===== src/rtl/ccff_chain_loader_if.sv =====
// Stream, serial-chain and status signals between a configuration host and the chain loader.
interface ccff_chain_loader_if #(
  parameter int WORD_W = 8
);
  logic              start;
  logic [WORD_W-1:0] s_data;
  logic              s_valid;
  logic              s_ready;
  logic              ccff_head;
  logic              ccff_shift_en;
  logic              ccff_tail;
  logic [WORD_W-1:0] rb_data;
  logic              rb_valid;
  logic              rb_last;
  logic              rb_ready;
  logic              busy;
  logic              done;

  modport master (
    output start, s_data, s_valid, ccff_tail, rb_ready,
    input  s_ready, ccff_head, ccff_shift_en, rb_data, rb_valid, rb_last, busy, done
  );

  modport slave (
    input  start, s_data, s_valid, ccff_tail, rb_ready,
    output s_ready, ccff_head, ccff_shift_en, rb_data, rb_valid, rb_last, busy, done
  );
endinterface


===== src/rtl/ccff_chain_loader.sv =====
// Serialises bitstream words MSB-first into a configuration chain and repacks the bits
// falling out of the chain tail into a readback word stream.
module ccff_chain_loader #(
  parameter int CHAIN_LEN = 24,
  parameter int WORD_W    = 8,
  parameter int CNT_W     = $clog2(CHAIN_LEN + 1)
) (
  input  logic              prog_clk,
  input  logic              pReset,
  ccff_chain_loader_if.slave bus
);
  localparam int ACC_W = $clog2(WORD_W + 1);

  typedef enum logic [2:0] {IDLE, LOAD, SHIFT, FLUSH, DONE} state_e;

  state_e            state_q, state_d;
  logic [CNT_W-1:0]  bit_cnt_q, bit_cnt_d;
  logic [ACC_W-1:0]  word_left_q, word_left_d;
  logic [ACC_W-1:0]  acc_cnt_q, acc_cnt_d;
  logic [WORD_W-1:0] sreg_q, sreg_d;
  logic [WORD_W-1:0] acc_q, acc_d;
  logic [WORD_W-1:0] rb_data_q, rb_data_d;
  logic              rb_valid_q, rb_valid_d;
  logic              rb_last_q, rb_last_d;
  logic              head_q, head_d;
  logic              shift_en_q, shift_en_d;

  logic              accept, shift, rb_free, rb_take, last_bit;
  logic [WORD_W-1:0] acc_next;
  logic [ACC_W-1:0]  acc_cnt_inc;

  // shift_en_q is only ever set for a SHIFT cycle with room in the accumulator
  assign shift       = shift_en_q;
  assign accept      = (state_q == LOAD) && bus.s_valid;
  assign rb_take     = rb_valid_q && bus.rb_ready;
  assign rb_free     = !rb_valid_q || bus.rb_ready;
  assign last_bit    = shift && (bit_cnt_q == CNT_W'(CHAIN_LEN - 1));
  assign acc_next    = {acc_q[WORD_W-2:0], bus.ccff_tail};
  assign acc_cnt_inc = acc_cnt_q + ACC_W'(1);

  always_ff @(posedge prog_clk) begin
    if (pReset) state_q <= IDLE;
    else        state_q <= state_d;
  end

  always_comb begin
    state_d = state_q;
    case (state_q)
      IDLE:  if (bus.start) state_d = LOAD;
      LOAD:  if (bus.s_valid) state_d = SHIFT;
      SHIFT: begin
        if (shift) begin
          if (bit_cnt_q == CNT_W'(CHAIN_LEN - 1)) state_d = FLUSH;
          else if (word_left_q == ACC_W'(1))      state_d = LOAD;
        end
      end
      FLUSH: if (rb_take && rb_last_q) state_d = DONE;
      DONE:  state_d = IDLE;
      default: state_d = IDLE;
    endcase
  end

  always_comb begin
    bus.s_ready = (state_q == LOAD);
    bus.busy    = (state_q != IDLE);
    bus.done    = (state_q == DONE);
  end

  always_comb begin
    bit_cnt_d   = bit_cnt_q;
    word_left_d = word_left_q;
    acc_cnt_d   = acc_cnt_q;
    sreg_d      = sreg_q;
    acc_d       = acc_q;
    rb_data_d   = rb_data_q;
    rb_valid_d  = rb_valid_q;
    rb_last_d   = rb_last_q;
    if (rb_take) begin
      rb_valid_d = 1'b0;
      rb_last_d  = 1'b0;
    end
    if ((state_q == IDLE) && bus.start) begin
      bit_cnt_d = '0;
      acc_cnt_d = '0;
    end
    if (accept) begin
      sreg_d      = bus.s_data;
      word_left_d = ACC_W'(WORD_W);
    end
    if (shift) begin
      sreg_d      = {sreg_q[WORD_W-2:0], 1'b0};
      word_left_d = word_left_q - ACC_W'(1);
      bit_cnt_d   = bit_cnt_q + CNT_W'(1);
      // a word completed on this edge bypasses acc when the output slot frees up
      if ((acc_cnt_inc == ACC_W'(WORD_W)) && rb_free) begin
        rb_data_d  = acc_next;
        rb_valid_d = 1'b1;
        rb_last_d  = last_bit;
        acc_cnt_d  = '0;
      end else begin
        acc_d     = acc_next;
        acc_cnt_d = acc_cnt_inc;
      end
    end else if ((acc_cnt_q != '0) && rb_free &&
                 ((acc_cnt_q == ACC_W'(WORD_W)) || (state_q == FLUSH))) begin
      rb_data_d  = acc_q << (ACC_W'(WORD_W) - acc_cnt_q);
      rb_valid_d = 1'b1;
      rb_last_d  = (state_q == FLUSH);
      acc_cnt_d  = '0;
    end
    shift_en_d = (state_d == SHIFT) && (acc_cnt_d != ACC_W'(WORD_W));
    head_d     = (state_d == SHIFT) ? sreg_d[WORD_W-1] : 1'b0;
  end

  always_ff @(posedge prog_clk) begin
    if (pReset) begin
      bit_cnt_q   <= '0;
      word_left_q <= '0;
      acc_cnt_q   <= '0;
      rb_data_q   <= '0;
      rb_valid_q  <= 1'b0;
      rb_last_q   <= 1'b0;
      head_q      <= 1'b0;
      shift_en_q  <= 1'b0;
    end else begin
      bit_cnt_q   <= bit_cnt_d;
      word_left_q <= word_left_d;
      acc_cnt_q   <= acc_cnt_d;
      rb_data_q   <= rb_data_d;
      rb_valid_q  <= rb_valid_d;
      rb_last_q   <= rb_last_d;
      head_q      <= head_d;
      shift_en_q  <= shift_en_d;
    end
    sreg_q <= sreg_d;
    acc_q  <= acc_d;
  end

  assign bus.ccff_head     = head_q;
  assign bus.ccff_shift_en = shift_en_q;
  assign bus.rb_data       = rb_data_q;
  assign bus.rb_valid      = rb_valid_q;
  assign bus.rb_last       = rb_last_q;
endmodule


===== src/flat_wrapper.sv =====
// flat-port wrapper written by rule: the top's interface ports become plain ports
module ccff_chain_loader_flat 
#(
  parameter int CHAIN_LEN = 24,
  parameter int WORD_W    = 8,
  parameter int CNT_W     = $clog2(CHAIN_LEN + 1)
)
  (prog_clk, pReset, bus_start, bus_s_data, bus_s_valid, bus_ccff_tail, bus_rb_ready, bus_s_ready, bus_ccff_head, bus_ccff_shift_en, bus_rb_data, bus_rb_valid, bus_rb_last, bus_busy, bus_done);
  ccff_chain_loader_if #(.WORD_W(WORD_W)) bus_i ();
  input  logic prog_clk;
  input  logic pReset;
  input wire logic [$bits(bus_i.start)-1:0] bus_start;
  input wire logic [$bits(bus_i.s_data)-1:0] bus_s_data;
  input wire logic [$bits(bus_i.s_valid)-1:0] bus_s_valid;
  input wire logic [$bits(bus_i.ccff_tail)-1:0] bus_ccff_tail;
  input wire logic [$bits(bus_i.rb_ready)-1:0] bus_rb_ready;
  output wire logic [$bits(bus_i.s_ready)-1:0] bus_s_ready;
  output wire logic [$bits(bus_i.ccff_head)-1:0] bus_ccff_head;
  output wire logic [$bits(bus_i.ccff_shift_en)-1:0] bus_ccff_shift_en;
  output wire logic [$bits(bus_i.rb_data)-1:0] bus_rb_data;
  output wire logic [$bits(bus_i.rb_valid)-1:0] bus_rb_valid;
  output wire logic [$bits(bus_i.rb_last)-1:0] bus_rb_last;
  output wire logic [$bits(bus_i.busy)-1:0] bus_busy;
  output wire logic [$bits(bus_i.done)-1:0] bus_done;
  assign bus_i.start = bus_start;
  assign bus_i.s_data = bus_s_data;
  assign bus_i.s_valid = bus_s_valid;
  assign bus_i.ccff_tail = bus_ccff_tail;
  assign bus_i.rb_ready = bus_rb_ready;
  assign bus_s_ready = bus_i.s_ready;
  assign bus_ccff_head = bus_i.ccff_head;
  assign bus_ccff_shift_en = bus_i.ccff_shift_en;
  assign bus_rb_data = bus_i.rb_data;
  assign bus_rb_valid = bus_i.rb_valid;
  assign bus_rb_last = bus_i.rb_last;
  assign bus_busy = bus_i.busy;
  assign bus_done = bus_i.done;
  ccff_chain_loader #(.CHAIN_LEN(CHAIN_LEN), .WORD_W(WORD_W), .CNT_W(CNT_W)) u_core (.prog_clk(prog_clk), .pReset(pReset), .bus(bus_i));
endmodule

===== config.mk =====
export PLATFORM = sky130hd
export DESIGN_NAME = ccff_chain_loader_flat
export DESIGN_NICKNAME = d
export VERILOG_FILES = /design/src/rtl/ccff_chain_loader_if.sv /design/src/rtl/ccff_chain_loader.sv /design/src/flat_wrapper.sv
export SDC_FILE = /design/constraint.sdc
export NUM_CORES = 1
export LEC_CHECK = 0
export ABC_AREA = 1
export CAP_MARGIN = 20
export CORE_MARGIN = 4
export CORE_UTILIZATION = 44
export CTS_CLUSTER_DIAMETER = 150
export DETAILED_ROUTE_END_ITERATION = 6
export PLACE_DENSITY = 0.65
export SLEW_MARGIN = 20
export SYNTH_ARGS = -nofsm -noshare
export SYNTH_HDL_FRONTEND = slang
export SYNTH_SLANG_ARGS = --single-unit

===== constraint.sdc =====
create_clock -name prog_clk -period 2.6 [get_ports prog_clk]
set_clock_uncertainty 0.15 [all_clocks]
set_input_delay 0.78 -clock prog_clk [delete_from_list [all_inputs] [get_ports prog_clk]]
set_output_delay 0.78 -clock prog_clk [all_outputs]
set_load 0.005 [all_outputs]

==> out/results.ini <==
[pwr]
pwr-share-comb=0.197
p_clk_frac=0.316
ir_drop_v=0.000306
power_mw=1.62
swShare=0.274
powerDensity_nw_per_um2=566
p_leak_nw=1.25
p_int_mw=1.18
seqPwrFrac=0.488
switchingPower_mw=0.443

[cells_and_area]
design_area_um2=2860
antenna_cells=0
syn2layout_area_growth_pct=18.3
final_cell_mix=nand2_1, inv_1, dfxtp_1
final_util=0.550
finalNonFillerCells=423
multi_input_area_um2=1160
mostFrequentLayoutCell=nand2_1
nets=372
drive_gt1_frac=0.136
fillerInstances=529
regArea_um2=1020

[global_routing]
grt_max_degree=30
grt_overflow_total=0
grt_use_total=0.164
grt_antenna_before_repair=0
grt_pass1_wl_mm=8.49
grt_pass1_vias=1872

[cts]
postCtsSetupBuffers=0
cts_max_level=2
cts-root-buf=clkbuf_8
cts_resized=0
ctsHoldBuffers=0
clock_latency_ns=0.30
ctsLongestPathBuffers=2
cts_tree=yes
cts_num_sinks=44
clkTransAtPathRegs_ns=0.09
cts_buffers=5

[logic_synthesis]
synth_cell_types=37
yosysWarnings=0
syn_area_um2=2420
postSynthAreaPerCell_um2=7.46
synth_seq_area_share=0.422
ys_ff_latch=44
syn_nets=344
syn_inst=324

[drt]
dr.pass1.iters=4
vias_per_cell=4.97
drt_iter0_markers=80
antenna_left=0
routed-via-count=2102
drc=0
wl_mm=5.02
post_drt_wl_per_cell_um=11.9

[outcome]
status=completed

[timing]
rsz0062_at_grt=no
period_share=0.935
hold_viol_final=0
period_needed_ns=2.43
setup_tns_ns=0
fin_hold_ws_ns=0.312
setup_viol=0
max_clock_freq_mhz=411
maxSlewViolCount=0
slew_headroom=0.703
worstMarginPinSlew_ns=0.442
worst_slack_ns=0.168

[die]
rows=26
io_pins=29
coreArea_um2=5200
dieArea_um2=6750
die_y_um=82.1
die_x_um=82.1
start_util=0.465

[job]
maxCapViolations=0

[placed_design]
dp_worst_setup_slack_ns=0.124
place_hpwl_mm=3.69
io_buffers=28
globalplace.congestion=0.861
placed_cells=415
placed_area_um2=2750

[worst_setup_path]
critPathRequiredTime_ns=1.67
path_max_fanout=4
endpoint_kind=output port
critPathLaunchType=flop
arrival_ns=1.50
critical_path_class=flop to output port

[worst_hold_path]
hp-class=flop to flop

registers in the layout, summed over array words and instances, names as in the netlist:
register / flops
u_core.bus.ccff_head: 1
u_core.word_left_q: 4
u_core.acc_q: 8
u_core.bus.rb_last: 1
u_core.sreg_q: 8
u_core.state_q: 3
u_core.bus.rb_valid: 1
u_core.bit_cnt_q: 5
u_core.bus.rb_data: 8
u_core.acc_cnt_q: 4
u_core.bus.ccff_shift_en: 1
cell families (layout without fill, tap and decap cells):
| group | after synthesis | count (layout) | share of synthesized area |
|---|---|---|---|
| AO/OA/AOI/OAI | 58 | 58 | 0.144 |
| XOR/XNOR | 1 | 1 | 0.00362 |
| adder cells (fa/ha/maj) | 6 | 6 | 0.0310 |
| buffers and inverters | 55 | 84 | 0.0988 |
| flip-flops | 44 | 44 | 0.422 |
| AND/OR/NAND/NOR | 160 | 160 | 0.300 |
cell type report:
type                            instances  share of cell area
Multi-Input combinational cell        225               0.405
Inverter                               44              0.0586
Tap cell                               70              0.0306
Sequential cell                        44               0.357
Clock inverter                          1             0.00306
Clock buffer                            7              0.0376
Timing Repair Buffer                   32               0.108
worst max-delay path, cell delays in order, from the launching register on:
cell and delay, ns:
dfxtp_1 0.41, inv_2 0.06, nor3_2 0.19, clkdlybuf4s50_1 0.55
cells in the mapped netlist (all sizes together):
cell,number,area [um^2]
nand4,5,31.3
a31oi,2,12.5
edfxtp,14,420
o22ai,1,6.26
o31ai,1,7.51
nor3,5,30.0
buf,9,63.8
and2,1,6.26
ha,6,75.1
nand2,97,399
a21boi,1,7.51
o21ai,21,113
a21oi,26,153
o21bai,1,11.3
dfxtp,30,601
xnor2,1,8.76
o211ai,4,30.0
or2,2,12.5
clkbuf,2,7.51
nand3,27,150
nor2,23,96.4
o221ai,1,8.76
inv,44,168
routing by layer:
metal	vias to the layer above	part of all wire	track usage
li1	1108	-	-
met1	937	0.49	0.217
met2	49	0.43	0.256
met3	8	0.055	0.0423
met4	0	0.017	0.0598
met5	-	0	0
power by group through the flow:
| stage | clock network (mW) | logic, mW | registers [mW] |
|---|---|---|---|
| 2_1_floorplan | 0 | 0.214 | 0.803 |
| 3_3_place_gp | 0 | 0.315 | 0.805 |
| 3_5_place_dp | 0 | 0.320 | 0.806 |
| 4_1_cts | 0.529 | 0.322 | 0.790 |
| 5_1_grt | 0.564 | 0.363 | 0.797 |
| 6_report | 0.511 | 0.319 | 0.790 |
final timing paths:
kind / start / end / slack (ns) / cells past startpoint
worst max-delay path: u_core.state_q[0] / bus_s_ready / 0.17 / 3
worst min-delay path: u_core.acc_q[5] / u_core.acc_q[6] / 0.31 / 0
worst max register to register: u_core.acc_cnt_q[1] / u_core.bus.rb_data[7] / 0.61 / 9
worst min register to register: u_core.acc_q[5] / u_core.acc_q[6] / 0.31 / 0
No activity file was read; power rests on OpenSTA's default activity.
